### src/rtl/pwl_act_stream.sv
// rtl/pwl_act_stream.sv - streaming piecewise-linear activation, 3-stage pipeline
//
// Purpose: y = sat(floor(x * slope[seg] / 2^FRAC_W) + icpt[seg]), where seg is the
// lowest entry with x < bound[seg] (last entry if none). The table resets to a tanh
// approximation and is writable only while the pipeline is empty.
//
// Ports:
//   clk, rst            clock, asynchronous active-high reset
//   in_valid/in_ready   input handshake, x_in sample (signed, FRAC_W fraction bits)
//   out_valid/out_ready output handshake, y_out result, y_sat clipped flag
//   cfg_we/cfg_ready    table write handshake (cfg_ready = pipeline empty)
//   cfg_sel             0 bound, 1 slope, 2 intercept, 3 ignored
//   cfg_addr, cfg_wdata segment index and value
//   busy                some pipeline stage holds a sample
module pwl_act_stream #(
  parameter int DATA_W = 16,
  parameter int FRAC_W = 8,
  parameter int NSEG   = 8,
  localparam int AW    = $clog2(NSEG)
) (
  input  logic                     clk,
  input  logic                     rst,
  input  logic                     in_valid,
  output logic                     in_ready,
  input  logic signed [DATA_W-1:0] x_in,
  output logic                     out_valid,
  input  logic                     out_ready,
  output logic signed [DATA_W-1:0] y_out,
  output logic                     y_sat,
  input  logic                     cfg_we,
  input  logic [1:0]               cfg_sel,
  input  logic [AW-1:0]            cfg_addr,
  input  logic [DATA_W-1:0]        cfg_wdata,
  output logic                     cfg_ready,
  output logic                     busy
);

  localparam int PW = 2 * DATA_W;
  localparam int SW = PW + 1;
  localparam logic signed [DATA_W-1:0] D_MAX = {1'b0, {(DATA_W-1){1'b1}}};
  localparam logic signed [DATA_W-1:0] D_MIN = {1'b1, {(DATA_W-1){1'b0}}};

  // Default tanh table; entries past 4 repeat entry 4.
  function automatic logic signed [DATA_W-1:0] def_bound(input int i);
    case (i)
      0:       return DATA_W'(-512);
      1:       return DATA_W'(-128);
      2:       return DATA_W'(128);
      3:       return DATA_W'(512);
      default: return DATA_W'(32767);
    endcase
  endfunction

  function automatic logic signed [DATA_W-1:0] def_slope(input int i);
    case (i)
      0:       return DATA_W'(0);
      1:       return DATA_W'(86);
      2:       return DATA_W'(236);
      3:       return DATA_W'(86);
      default: return DATA_W'(0);
    endcase
  endfunction

  function automatic logic signed [DATA_W-1:0] def_icpt(input int i);
    case (i)
      0:       return DATA_W'(-256);
      1:       return DATA_W'(-75);
      2:       return DATA_W'(0);
      3:       return DATA_W'(75);
      default: return DATA_W'(256);
    endcase
  endfunction

  logic signed [DATA_W-1:0] bound_q [NSEG];
  logic signed [DATA_W-1:0] slope_q [NSEG];
  logic signed [DATA_W-1:0] icpt_q  [NSEG];

  logic                     v1, v2;
  logic signed [DATA_W-1:0] x1;
  logic [AW-1:0]            seg1;
  logic signed [PW-1:0]     sh2;
  logic signed [DATA_W-1:0] icpt2;

  logic                     stall, accept, cfg_wr;
  logic [AW-1:0]            seg_in;
  logic signed [PW-1:0]     prod;
  logic signed [SW-1:0]     sum;
  logic signed [DATA_W-1:0] y_next;
  logic                     sat_next;

  assign busy      = v1 | v2 | out_valid;
  assign cfg_ready = !busy;
  assign cfg_wr    = cfg_we && cfg_ready;
  assign stall     = out_valid && !out_ready;
  // A write that is taken this cycle blocks the sample so it sees the new table.
  assign in_ready  = !stall && !cfg_wr;
  assign accept    = in_valid && in_ready;

  // Lowest matching entry wins: scan from the top so lower indices overwrite.
  always_comb begin
    seg_in = AW'(NSEG - 1);
    for (int i = NSEG - 1; i >= 0; i--) begin
      if (x_in < bound_q[i]) seg_in = AW'(i);
    end
  end

  // Table is stable while samples are in flight, so S1 can index it directly.
  assign prod = PW'(x1) * PW'(slope_q[seg1]);

  always_comb begin
    sum      = SW'(sh2) + SW'(icpt2);
    y_next   = sum[DATA_W-1:0];
    sat_next = 1'b0;
    if (sum > SW'(D_MAX)) begin
      y_next   = D_MAX;
      sat_next = 1'b1;
    end else if (sum < SW'(D_MIN)) begin
      y_next   = D_MIN;
      sat_next = 1'b1;
    end
  end

  always_ff @(posedge clk or posedge rst) begin
    if (rst) begin
      for (int i = 0; i < NSEG; i++) begin
        bound_q[i] <= def_bound(i);
        slope_q[i] <= def_slope(i);
        icpt_q[i]  <= def_icpt(i);
      end
    end else if (cfg_wr) begin
      case (cfg_sel)
        2'd0:    bound_q[cfg_addr] <= cfg_wdata;
        2'd1:    slope_q[cfg_addr] <= cfg_wdata;
        2'd2:    icpt_q[cfg_addr]  <= cfg_wdata;
        default: ;
      endcase
    end
  end

  always_ff @(posedge clk or posedge rst) begin
    if (rst) begin
      v1        <= 1'b0;
      v2        <= 1'b0;
      out_valid <= 1'b0;
      x1        <= '0;
      seg1      <= '0;
      sh2       <= '0;
      icpt2     <= '0;
      y_out     <= '0;
      y_sat     <= 1'b0;
    end else if (!stall) begin
      v1        <= accept;
      v2        <= v1;
      out_valid <= v2;
      if (accept) begin
        x1   <= x_in;
        seg1 <= seg_in;
      end
      if (v1) begin
        sh2   <= prod >>> FRAC_W;
        icpt2 <= icpt_q[seg1];
      end
      // Result registers only move when a real sample arrives, so they hold
      // across bubbles.
      if (v2) begin
        y_out <= y_next;
        y_sat <= sat_next;
      end
    end
  end

endmodule

### config.mk
export PLATFORM = sky130hd
export DESIGN_NAME = pwl_act_stream
export DESIGN_NICKNAME = d
export VERILOG_FILES = /design/src/rtl/pwl_act_stream.sv
export SDC_FILE = /design/constraint.sdc
export NUM_CORES = 2
export LEC_CHECK = 0
export BUFFER_PORTS_ARGS = -buffer_cell sky130_fd_sc_hd__buf_4
export CAP_MARGIN = 20
export CELL_PAD_IN_SITES_DETAIL_PLACEMENT = 2
export CELL_PAD_IN_SITES_GLOBAL_PLACEMENT = 2
export CORE_MARGIN = 3
export CORE_UTILIZATION = 30
export DETAILED_ROUTE_END_ITERATION = 8
export PLACE_DENSITY_LB_ADDON = 0.08
export SETUP_SLACK_MARGIN = 0.05
export SLEW_MARGIN = 20
export SYNTH_ARGS = -nofsm -noshare
export SYNTH_HDL_FRONTEND = slang
export SYNTH_SLANG_ARGS = --single-unit
export TNS_END_PERCENT = 20
### constraint.sdc
create_clock -name clk -period 25.5 [get_ports clk]
set_clock_uncertainty 0.2 [all_clocks]
set_input_delay 2.55 -clock clk [delete_from_list [all_inputs] [get_ports clk]]
set_output_delay 2.55 -clock clk [all_outputs]
set_load 0.01 [all_outputs]
== After elaboration in Yosys (flattened, before gate mapping) ==
Cells that the tools add are included.

* Bits in registers: 463
* Input port bits: 42
* Output and inout port bits: 21
* Logic and storage cells: 92

* $add $sub $neg: 1
* Multiply operators: 1
* Magnitude comparators: 12
* Equality and inequality tests: 2
* Mux-type cells: 22
* Bitwise operators: 5
* Reduce and logical (&&, ||, !) cells: 16

{| class="wikitable"
|+ Operators by type and width
! operator !! count
|-
| $bwmux 128 || 3
|-
| $lt 16x16->1 || 7
|-
| $mux 16 || 7
|-
| $bmux 16 s3 || 2
|-
| $demux 16 s3 || 1
|-
| $mul 16x16->32 || 1
|-
| $add 24x16->25 || 1
|-
| $gt 25x16->1 const B || 1
|-
| $lt 25x16->1 const B || 1
|-
| $mux 3 || 5
|-
| $reduce_and 2->1 || 6
|-
| $ge 4x4->1 const B || 2
|-
| $not 3->4 || 2
|-
| $logic_and 1x1->1 || 5
|-
| $logic_not 1->1 || 4
|-
| $lt 4x1->1 const B || 1
|-
| $mux 1 || 3
|-
| $eq 2x1->1 const B || 1
|-
| $eq 2x2->1 const B || 1
|-
| $logic_not 2->1 || 1
|-
| $mux 2 || 1
|-
| $or 1x1->1 || 2
|-
| $not 1->1 || 1
|}

== Depth between registers and ports, before layout ==
* Word-level depth: 8
* Mapped depth: 29

== Worst setup path after synthesis ==
OpenSTA, ideal clock, no wires.

* Path kind: reg-to-reg
* Start: register seg1[0]
* End: register, netlist name sh2[23]
* Setup time: 69 ps
* Arrival: 7715 ps
* Required time: 25231 ps
* Slack: 17517 ps
* Cell stages (with the launch flop): 27
* Buffers on the path: 3
* Period minus slack after synthesis: 7983 ps
* Cells stage by stage: dfrtp_1 buf_1 buf_2 mux4_2 mux2i_1 clkbuf_1 nor2b_1 fa_1 inv_1 fa_1 fa_1 inv_1 fa_1 fa_1 inv_1 fa_1 inv_1 ha_1 a21o_1 a211oi_1 nand4_1 a31o_2 a2111oi_4 o31a_1 o21ai_1 or4_1 nand3_1

* Cells in the longest elaborated chain, start to end: 5

{| class="wikitable"
|+ RTL lines
! element !! RTL line !! source
|-
| start: declaration || 80 || <nowiki>logic [AW-1:0] seg1;</nowiki>
|-
| start signal: assignment || 157 || <nowiki>seg1 <= seg_in;</nowiki>
|-
| $not 3->4 (implied by the code) || 108 || <nowiki>assign prod = PW'(x1) * PW'(slope_q[seg1]);</nowiki>
|-
| $bmux 16 s3 || 108 ||
|-
| $mux 16 (implied by the code) (2 in a row) || 108 ||
|-
| $mul 16x16->32 || 108 ||
|}

Every way passes these cells. The select of a mux whose other input is x is not followed.
A chain may end at the register's enable or synchronous reset.

== Worst setup path in the final report ==
* Start: register seg1[0]
* End: register, netlist name sh2[23]

* Cells in the longest elaborated chain, start to end: 5

{| class="wikitable"
|+ RTL lines
! element !! RTL line
|-
| $not 3->4 (implied by the code) || 108
|-
| $bmux 16 s3 || 108
|-
| $mux 16 (implied by the code) (2 in a row) || 108
|-
| $mul 16x16->32 || 108
|}

Every way passes these cells. The select of a mux whose other input is x is not followed.

==> qor.yml <==
clk_latency_ns: 0.65
area_delta_synth_final_pct: 12.8
yosys_most_used_dff: "dfrtp_1"
cts_made_buffers: 55
ir_drop_mv: 0.0752
die_height_um: 335
status: "finished, final reports clean"
cp-start-kind: "register"
viasPerCell: 4.95
fin_crit_sh_pct: 35.3
cap_violations: 0
post-route-min-period_ns: 9.01
timing.setup.tns_ns: 0
num-fill-cells: 11167
tritoncts: "yes"
final_nets: 3494
dieArea_sq_um: 112000
antenna_found_initial: 7
end_kind: "register"
die_w_um: 335
multiInputGateArea_sq_um: 19000
routabilityCongestion: 0.789
setup_violations: 0
ant_nets: 0
drc_errors: 0
yosysSeqAreaShare_pct: 34.9
grt_max_degree: 163
arrival_ns: 9.39
yosys_warnings: 0
synth.top_cell.area_share_pct: 26.4
grt_pass1_vias: 25498
drt-initial-drc-count: 848
cpMostUsedCell: "fa_1"
clk_path_buf_depth: 3
final_util_pct: 34.4
dpl_cell_area_sq_um: 34400
synth_cell_types: 76
rsz0062_at_grt: "no"
cp_max_fo: 38
grt_pass1_wl_um: 163000
hp-class: "register to register"
io_pins: 63
synth_area_sq_um: 32400
crit_required_ns: 25.88
max_freq_mhz: 111
final-seq-area_sq_um: 11300
root_buffer: "clkbuf_16"
tightest_slew_ns: 1.10
slew_headroom_pct: 26.3
p_leak_nw: 18.0
ys_ff_latch: 447
hold_viol_final: 0
cts.sinks: 447
rows: 119
htree_levels: 2
synth-edff-count: 0
path_clk_slew_ns: 0.07
overflow: 0
coreArea_sq_um: 106000
cts_setup_buffers: 0
start_util_pct: 30.5
drive_above_1_share_pct: 13.4
synth_area_leader_cell: "dfrtp_1"
grtUsageTotal_pct: 19.2
synthArstFlopShare_pct: 100
drtPass1Iterations: 4
critPathMaxStageDelay_ns: 0.93
vias: 21883
synthCells: 2968
place_hpwl_um: 76900
cts_resized: 0
syn-num-nets: 3480
powerDensity_nw_per_um2: 143
wl_um: 105000
cts_hold_buffers: 0
drv_slew: 0
port_buffers: 62
worst-setup-path-type: "register to register"
synthTopCellsByArea: "dfrtp_1 26%, fa_1 16%, mux2_1 9.7%, dfstp_2 8.5%, ha_1 8.0%"
wire_per_inst_um: 23.7
critPathSlowestCell: "dfrtp_4"
final_cell_area_sq_um: 36500
syn-mean-instance-area_sq_um: 10.9
==> routing by layer <==
metal  wire (um)  GRT usage (%)  vias up
met3        2780           2.35      111
li1            -              -     9895
met4        2140           3.95        0
met5           0              0        -
met1       48700           26.0    11671
met2       51400           33.0      206
==> cell usage after synthesis (60+ instances only) <==
master    number
mux4_2        62
dfrtp_1      342
dfstp_2      105
nor2b_1       78
clkbuf_1     130
ha_1         208
fa_1         262
nand2_1      318
a21oi_1       60
mux2_1       279
o21ai_1      161
and2_1        65
inv_1        420
==> layout make-up <==
type,count,share of cell area [%]
multi-input combinational,1955,52.0
clock buffer,69,4.19
inverter,421,4.35
clock inverter,35,1.45
sequential,447,31.0
antenna,2,0.0137
timing repair buffer,102,2.20
tap,1391,4.77
==> placed cells by master (no fill, tap or decap), types with 6 or more instances in the layout <==
master,n
dfrtp_1,339
buf_4,99
o221a_1,9
a21o_1,43
nand2b_1,30
clkbuf_16,55
o21ai_0,26
nor3b_1,8
o21a_1,6
and2_1,65
nor3_1,23
o31ai_1,6
a31oi_1,6
nor2b_1,78
xor2_1,16
nor2_1,50
fa_1,262
a41oi_1,6
mux2_2,10
inv_1,419
xnor2_1,31
mux2_1,279
dfstp_2,105
mux2i_1,26
nand4_1,13
nand3_1,17
nor4_1,10
mux4_2,62
o211ai_1,8
clkinv_2,12
bufinv_16,12
a211oi_1,14
a21oi_1,60
nand2_1,315
clkbuf_8,10
ha_1,208
o21bai_1,6
o21ai_1,161
and4_1,12
==> critical path, delay by kind of cell (launching register included) <==
kind                     cells  cell delay (ns)
adder cells (fa/ha/maj)      7             3.38
AO/OA/AOI/OAI                6             1.53
buffers and inverters        6             1.19
flip-flops                   1             0.93
AND/OR/NAND/NOR              4             0.83
multiplexers                 2             0.78
==> report_power, final <==
| group | internal (W) | switching (W) | total [W] |
|---|---|---|---|
| clock network | 0.000548 | 0.000340 | 0.000889 |
| registers | 0.000924 | 0.000176 | 0.00110 |
| logic | 0.00130 | 0.00193 | 0.00323 |
==> sequential cells by signal (all words and copies together) (netlist names) <==
name	flops
icpt_q	128
slope_q	128
bound_q	112
sh2	24
icpt2	16
x1	16
y_out	16
seg1	3
out_valid	1
v1	1
v2	1
y_sat	1
==> path summary, 6_finish.rpt <==
path                                        start                      to  slack, ns  cells after the start
setup / recovery              seg1[0]$_DFFE_PP0P_     sh2[23]$_DFFE_PP0P_      16.49                     25
hold / removal             slope_q[5]$_DFFE_PP0P_  slope_q[5]$_DFFE_PP0P_       0.28                      1
setup reg to reg              seg1[0]$_DFFE_PP0P_     sh2[23]$_DFFE_PP0P_      16.49                     25
hold reg to reg            slope_q[5]$_DFFE_PP0P_  slope_q[5]$_DFFE_PP0P_       0.28                      1
max in group asynchronous                     rst  icpt_q[74]$_DFFE_PP0P_      21.13                      4
min in group asynchronous                     rst   y_out[15]$_DFFE_PP0P_       1.80                      2
==> stage by stage <==
stage                     power [W]  std cells  hold WS, ns  worst slack (ns)
after floorplan             0.00333       2968        0.245             10.47
final                       0.00521       4422        0.285             16.49
after detailed placement    0.00442       4315        0.275             16.24
after global routing        0.00580       4420        0.292             15.99
after CTS                   0.00535       4419        0.288             16.22
after global placement      0.00431       4315        0.262             16.40
==> kinds of logic (layout without fill, tap and decap cells) <==
| group | Yosys count | in the layout | share of synthesized area (%) |
|---|---|---|---|
| simple gates | 662 | 662 | 10.1 |
| buf+inv | 566 | 627 | 6.58 |
| fa+ha+maj | 470 | 470 | 24.2 |
| flops | 447 | 447 | 34.9 |
| compound gates | 397 | 397 | 7.69 |
| mux | 379 | 379 | 15.2 |
| xor+xnor | 47 | 47 | 1.27 |
| other cells | 0 | 2 | 0 |
Note: power is estimated with default switching activity, not from simulation.
